## src/rtl/mem_slave_resp.sv

```systemverilog
// mem_slave_resp: memory-backed crossbar slave with programmable, optionally randomised ack latency
module mem_slave_resp #(
  parameter int         ADDR_W    = 4,
  parameter int         ACK_LAT   = 2,
  parameter bit         RAND_LAT  = 1'b0,
  parameter logic [7:0] LFSR_SEED = 8'hA5
) (
  input  logic        clk,
  input  logic        reset,
  input  logic        req,
  input  logic        cmd,
  input  logic [31:0] addr,
  input  logic [31:0] wdata,
  output logic        ack,
  output logic [31:0] rdata
);
  typedef enum logic [1:0] {IDLE, WAIT, ACK, RDATA} state_t;
  state_t state_q, state_d;
  logic [4:0] cnt_q, cnt_d, lat;
  logic [7:0] lfsr_q, lfsr_d;
  logic cmd_q, cmd_d, take;
  logic [ADDR_W-1:0] idx_q, idx_d;
  logic [31:0] wdata_q, wdata_d, rdata_q, rdata_d;
  logic [31:0] mem_q [2**ADDR_W];
  logic [31:0] mem_d [2**ADDR_W];
  logic unused_addr;
  assign unused_addr = ^{addr[31:ADDR_W+2], addr[1:0]};
  assign lat = 5'(ACK_LAT) + (RAND_LAT ? {3'b0, lfsr_q[1:0]} : 5'd0);
  assign take = state_q == IDLE && req;
  // State and datapath registers; reset drops any in-flight transaction and clears the RAM
  always_ff @(posedge clk or negedge reset) begin
    if (!reset) begin
      state_q <= IDLE;
      cnt_q   <= '0;
      lfsr_q  <= LFSR_SEED;
      cmd_q   <= 1'b0;
      idx_q   <= '0;
      wdata_q <= '0;
      rdata_q <= '0;
      mem_q   <= '{default: '0};
    end else begin
      state_q <= state_d;
      cnt_q   <= cnt_d;
      lfsr_q  <= lfsr_d;
      cmd_q   <= cmd_d;
      idx_q   <= idx_d;
      wdata_q <= wdata_d;
      rdata_q <= rdata_d;
      mem_q   <= mem_d;
    end
  end
  // Next state: requests are only sampled in IDLE, latency counted down in WAIT
  always_comb begin
    state_d = state_q;
    case (state_q)
      IDLE:    if (req) state_d = lat > 5'd1 ? WAIT : ACK;
      WAIT:    if (cnt_q == 5'd1) state_d = ACK;
      ACK:     state_d = cmd_q ? IDLE : RDATA;
      default: state_d = IDLE;
    endcase
  end
  // Datapath: latch the request, count latency, commit writes and fetch reads on the ack edge
  always_comb begin
    lfsr_d  = {lfsr_q[6:0], lfsr_q[7] ^ lfsr_q[5] ^ lfsr_q[4] ^ lfsr_q[3]};
    cmd_d   = take ? cmd : cmd_q;
    idx_d   = take ? addr[ADDR_W+1:2] : idx_q;
    wdata_d = take ? wdata : wdata_q;
    cnt_d   = take ? lat - 5'd1 : (state_q == WAIT ? cnt_q - 5'd1 : cnt_q);
    rdata_d = state_q == ACK && !cmd_q ? mem_q[idx_q] : 32'h0;
    mem_d   = mem_q;
    if (state_q == ACK && cmd_q) mem_d[idx_q] = wdata_q;
  end
  // Outputs: rdata_q is only non-zero in RDATA, so the crossbar can OR slaves together
  always_comb begin
    ack   = state_q == ACK;
    rdata = rdata_q;
  end
endmodule

```

## config.mk

```make
export PLATFORM = sky130hd
export DESIGN_NAME = mem_slave_resp
export DESIGN_NICKNAME = d
export VERILOG_FILES = /design/src/rtl/mem_slave_resp.sv
export SDC_FILE = /design/constraint.sdc
export NUM_CORES = 1
export LEC_CHECK = 0
export CAP_MARGIN = 15
export CORE_MARGIN = 4
export CORE_UTILIZATION = 50
export DETAILED_ROUTE_END_ITERATION = 16
export MAX_ROUTING_LAYER = met4
export PLACE_DENSITY = 0.66
export SKIP_LAST_GASP = 1
export SLEW_MARGIN = 20
export SYNTH_ARGS = -nofsm -noshare
export SYNTH_HDL_FRONTEND = slang
export SYNTH_SLANG_ARGS = --single-unit
```

## constraint.sdc

```tcl
create_clock -name clk -period 1.7 [get_ports clk]
set_input_delay 0.425 -clock clk [delete_from_list [all_inputs] [get_ports clk]]
set_output_delay 0.425 -clock clk [all_outputs]
set_load 0.1 [all_outputs]
```

### After elaboration in Yosys (flattened, before gate mapping)

Cells that the tools add are included.

* register bits: 588
* latch bits: 0
* bits in writable memories: 0
* bits in read-only memories: 0
* bits of input ports: 68
* word-level logic and storage cells: 52
* memories kept: 0

* add/sub/neg operators: 1
* multiply operators: 0
* divide/modulo/power cells: 0
* order comparisons: 2
* eq/ne operators: 5
* shift-type cells: 0
* muxes and demuxes: 13
* bitwise logic cells: 1
* reductions and logical operators: 8

Operator list (count)
* $bwmux 512: 1
* $bmux 32 s4: 1
* $demux 32 s4: 1
* $mux 32: 4
* $mux 5: 2
* $mux 2: 3
* $pmux 2 s3: 1
* $eq 5x1->1 const B: 1
* $ge 5x5->1 const B: 1
* $lt 5x1->1 const B: 1
* $not 4->5: 1
* $sub 5x1->5 const B: 1
* $logic_and 1x1->1: 4
* $ne 2x2->1 const B: 2
* $eq 2x1->1 const B: 1
* $eq 2x2->1 const B: 1
* $logic_not 2->1: 1
* $reduce_and 2->1: 1
* $reduce_bool 2->1: 1
* $logic_not 1->1: 1

### Logic depth before layout (Yosys ltp)

* depth in word-level cells: 6
* gate-level depth with buffers: 6
* mapped depth without buffers: 5

### Worst setup path before layout

No wires, ideal clock.

* kind: register to output
* from: reg state_q[1]
* to: out ack
* arrival: 1937 ps
* data required time: 1275 ps
* path slack: -662 ps
* stages on the path, launching flop included: 3
* path through: dfrtp_1 > buf_2 > nor2b_1

* word-level cells in the longest chain between the ends: 1

RTL lines
* start, declared: RTL line 18 `state_t state_q, state_d;`
* start signal, assigned: RTL line 42 `state_q <= state_d;`
* $eq 2x2->1: RTL line 75 `ack = state_q == ACK;`
* end, declared: RTL line 14 `output logic ack,`

No other way between the ends.

### Worst setup path after layout

* from: reg idx_q[0]
* to: reg mem_q[380] in the netlist's numbering

* word-level cells in the longest chain between the ends: 6

RTL lines
* start, declared: RTL line 22 `logic [ADDR_W-1:0] idx_q, idx_d;`
* start signal, assigned: RTL line 46 `idx_q <= idx_d;`
* $not 4->5 (not written as such) (*): RTL line 71 `if (state_q == ACK && cmd_q) mem_d[idx_q] = wdata_q;`
* $ge 5x5->1 (not written as such) / $lt 5x1->1 (equally long branches): RTL line 71
* $logic_and 1x1->1 (not written as such): RTL line 71
* $mux 32 (not written as such): RTL line 71
* $demux 32 s4 (*): RTL line 71
* $bwmux 512 (*): RTL line 71
* end signal, assigned: RTL line 49 `mem_q <= mem_d;`
* end, declared: RTL line 24 `logic [31:0] mem_q [2**ADDR_W];`

Mark *: on every way between the ends. The rest lies on a longest branch, timed or not.
A chain may end at the register's enable or synchronous reset.

==> results.md <==
* Status: finished with violations
* Failing checks: setup timing
* Leakage at 16.4 nW
* Top_reg_cell synth: dfrtp_1
* Fmax at ~0.49 GHz
* Worst EP required at 2200 ps
* GPL Wtd Cong at 0.770
* Post-synth top area cell: dfrtp_1
* Syn_nets at around 1.8k
* Sequential share of the synthesized area at 56.8%
* Synth top area cells: dfrtp_1, mux2_2, mux4_2
* Critical Path Source Type: register
* Worst hold path class: in -> async
* Worst R2R Setup Slack at -360 ps
* Period utilisation layout at 121%
* Synth async-reset ratio at 100%
* Vias post-DR at 16.3k
* Clk_lat worst skew at between 600 and 700 ps
* Initial DRC count at 1,269
* Total CTS buffers at 61
* Slew headroom at 53.9%
* Area growth syn-to-layout at 36.3%
* Max H-tree Level at 2
* First-pass GRT wire length at 110,000 um
* Top-count cell post-synth: dfrtp_1
* Via-per-instance ratio at approximately 6.1
* Max Root-Sink Buffers at 3
* Vias in the first global route at 17.4k
* Top cell type's share of synthesized area at 56.8%
* Number of remaining DRC errors at 0
* Die Ht at 236 um
* Initial Util at just over 50%
* Overall power at 42.2 mW
* Pins Over Slew Limit at 0
* Buffers on Ports at 72
* Final Hold Viols at 0
* Post-synthesis instance total at 1,702
* Synth cell types at 38
* Die Wd at roughly 240 um
* Avg Cell Area, Syn at 15.2 um2
* R2r endpoint: mem_q[380]
* WL final at 75,900 um
* Slew @ Worst Pin at 691 ps
* Synth Register Bits at ~590
* RR Startpoint: idx_q[0]
* Worst-path clk slew at approximately 60 ps
* Layout net count at between 2k and 2.5k
* Endpoints failing setup at 576
* Fin worst setup slack at -362 ps
* Mapped cell area at 25,900 um2
* Largest net degree at the start of global routing at 72
* Final non-filler cell total at 2,691
* PD cells at 1200 nW/um2
* Final ANT Viol Nets at 0
* Worst Clk Skew at 21.6 ps
* Yosys Warn Count at 0
* Io pins at 101
* Largest fanout on the critical path at 5
* CTS tree: built
* Core Rows at a little over 80
* Antenna fix cells at 0
* Per-cell routed wire length at around 28 um
* DR pass1 iterations at 7
* Clk sink count at about 600
* Number of flops mapped to enable cells by yosys at 0
* Critical path arrival at 2560 ps
* Core area at about 51,000 um2
* DPL Wire Length at 39,700 um
* Max VDD drop at 0.907 mV
* Remaining Overflow, GRT at 0
* Period minus WS final at 2060 ps
* Crit. Startpoint: idx_q[0]
* Unrepaired setup endpoints after global routing: true
* Initial antenna violation count at 0
* Placed cell count at 2,464
* Clock root buffer: clkbuf_16
* Synth cell count leaders: dfrtp_1, mux2_2, nand3_1
* All-Layer GR Usage at between 20% and 30%
* Register-to-Register Path Depth at 6
* Crit. End Element: register
* Die area at 55,500 um2
* Setup CP Type: reg -> reg
* Layout cells sized above 1 at 60.9%
* Max_cap viols at 0
## area by class of cell
cell class              count  area [um2]
clock buffers              89        1770
repair buffers            349        5490
multi-input cells         960       12200
fillers                  3350       16000
flip-flops and latches    588       14700
inverters                   2        7.51
clock inverters            23         275
well taps                 680         851
## cells by family (layout without fill, tap and decap cells)
kind of cell | count (synthesis) | count (layout) | synth area share, %
buf+inv | 154 | 463 | 2.95
compound gates | 7 | 7 | 0.184
flops | 588 | 588 | 56.8
simple gates | 308 | 308 | 6.45
fa+ha+maj | 2 | 2 | 0.0966
xor+xnor | 2 | 2 | 0.0677
mux | 641 | 641 | 33.4
## metrics by stage
stage	hold WS [ps]	utilization (%)	worst slack, ps	area, um2	setup TNS, ps
2_1_floorplan	129	-	-41.4	26300	-2860
3_3_place_gp	332	57.5	-282	29500	-58090
3_5_place_dp	335	57.5	-300	29500	-67410
4_1_cts	279	66.5	-269	34100	-59450
5_1_grt	303	68.8	-376	35300	-117290
6_report	291	68.8	-362	35300	-102270
## state kept, by name (all words and copies together), names as in the netlist
name / count
mem_q: 512
rdata: 32
wdata_q: 32
cnt_q: 5
idx_q: 4
state_q: 2
cmd_q: 1
## how the worst max path moves through the flow
stage                 end  slack (ps)
2_1_floorplan  mem_q[491]         -40
3_3_place_gp   mem_q[120]        -280
3_5_place_dp   mem_q[199]        -300
4_1_cts               ack        -270
5_1_grt        mem_q[380]        -380
6_report       mem_q[380]        -360
## report_power, final
part	leakage [nW]	internal [mW]	switching (mW)	total, mW
clock	1.02	8.10	5.60	13.7
sequential	8.14	15.1	2.37	17.5
combinational	7.27	5.63	5.40	11.0
## metal layers
| layer | vias up | GRT usage, % | wire [um] |
|---|---|---|---|
| met5 | - | - | 0 |
| li1 | 6824 | - | - |
| met3 | 119 | 5.28 | 4090 |
| met1 | 8879 | 35.6 | 32000 |
| met4 | 0 | 7.65 | 2240 |
| met2 | 486 | 41.6 | 37600 |
## critical path: stages, from the launching register on
cell	delay (ps)
dfrtp_4	510
nand4bb_4	300
buf_6	180
nor3b_4	240
buf_4	230
buf_16	170
mux2_4	310
## placed cells by master, fill, tap and decap left out, types with 2 or more instances in the layout
master / synthesis / layout
dfrtp_1: 588 / 583
mux2_2: 469 / 260
mux2_4: 0 / 227
mux4_2: 128 / 128
buf_12: 0 / 128
nand3_2: 8 / 116
clkbuf_16: 0 / 79
buf_4: 11 / 71
nand2_1: 113 / 63
buf_6: 9 / 47
clkdlybuf4s50_1: 0 / 38
nand2_2: 0 / 34
nand4_1: 32 / 32
buf_16: 0 / 27
mux2_1: 43 / 25
nand3_1: 131 / 19
buf_8: 0 / 19
nand2_4: 0 / 15
clkinv_2: 0 / 14
clkbuf_8: 0 / 14
clkbuf_1: 62 / 14
nor3b_4: 4 / 6
bufinv_16: 0 / 6
nand3_4: 0 / 4
nor2b_4: 0 / 3
o21ai_2: 0 / 3
dfrtp_2: 0 / 3
inv_1: 2 / 2
xnor2_1: 2 / 2
nor4_4: 2 / 2
nor3_4: 1 / 2
o21bai_1: 2 / 2
ha_1: 2 / 2
inv_6: 0 / 2
dfrtp_4: 0 / 2
## repair_timing
| item | CTS | global route |
|---|---|---|
| pin swaps | 45 | 156 |
| buffers inserted | 63 | 20 |
| endpoints found under the setup margin | 552 | 575 |
| gates resized for setup | 277 | 228 |
| cloned | 30 | 19 |
| hold buffers | 1 | 0 |
| hold endpoints to repair | 57 | 0 |
(Power assumes the default switching activity.)
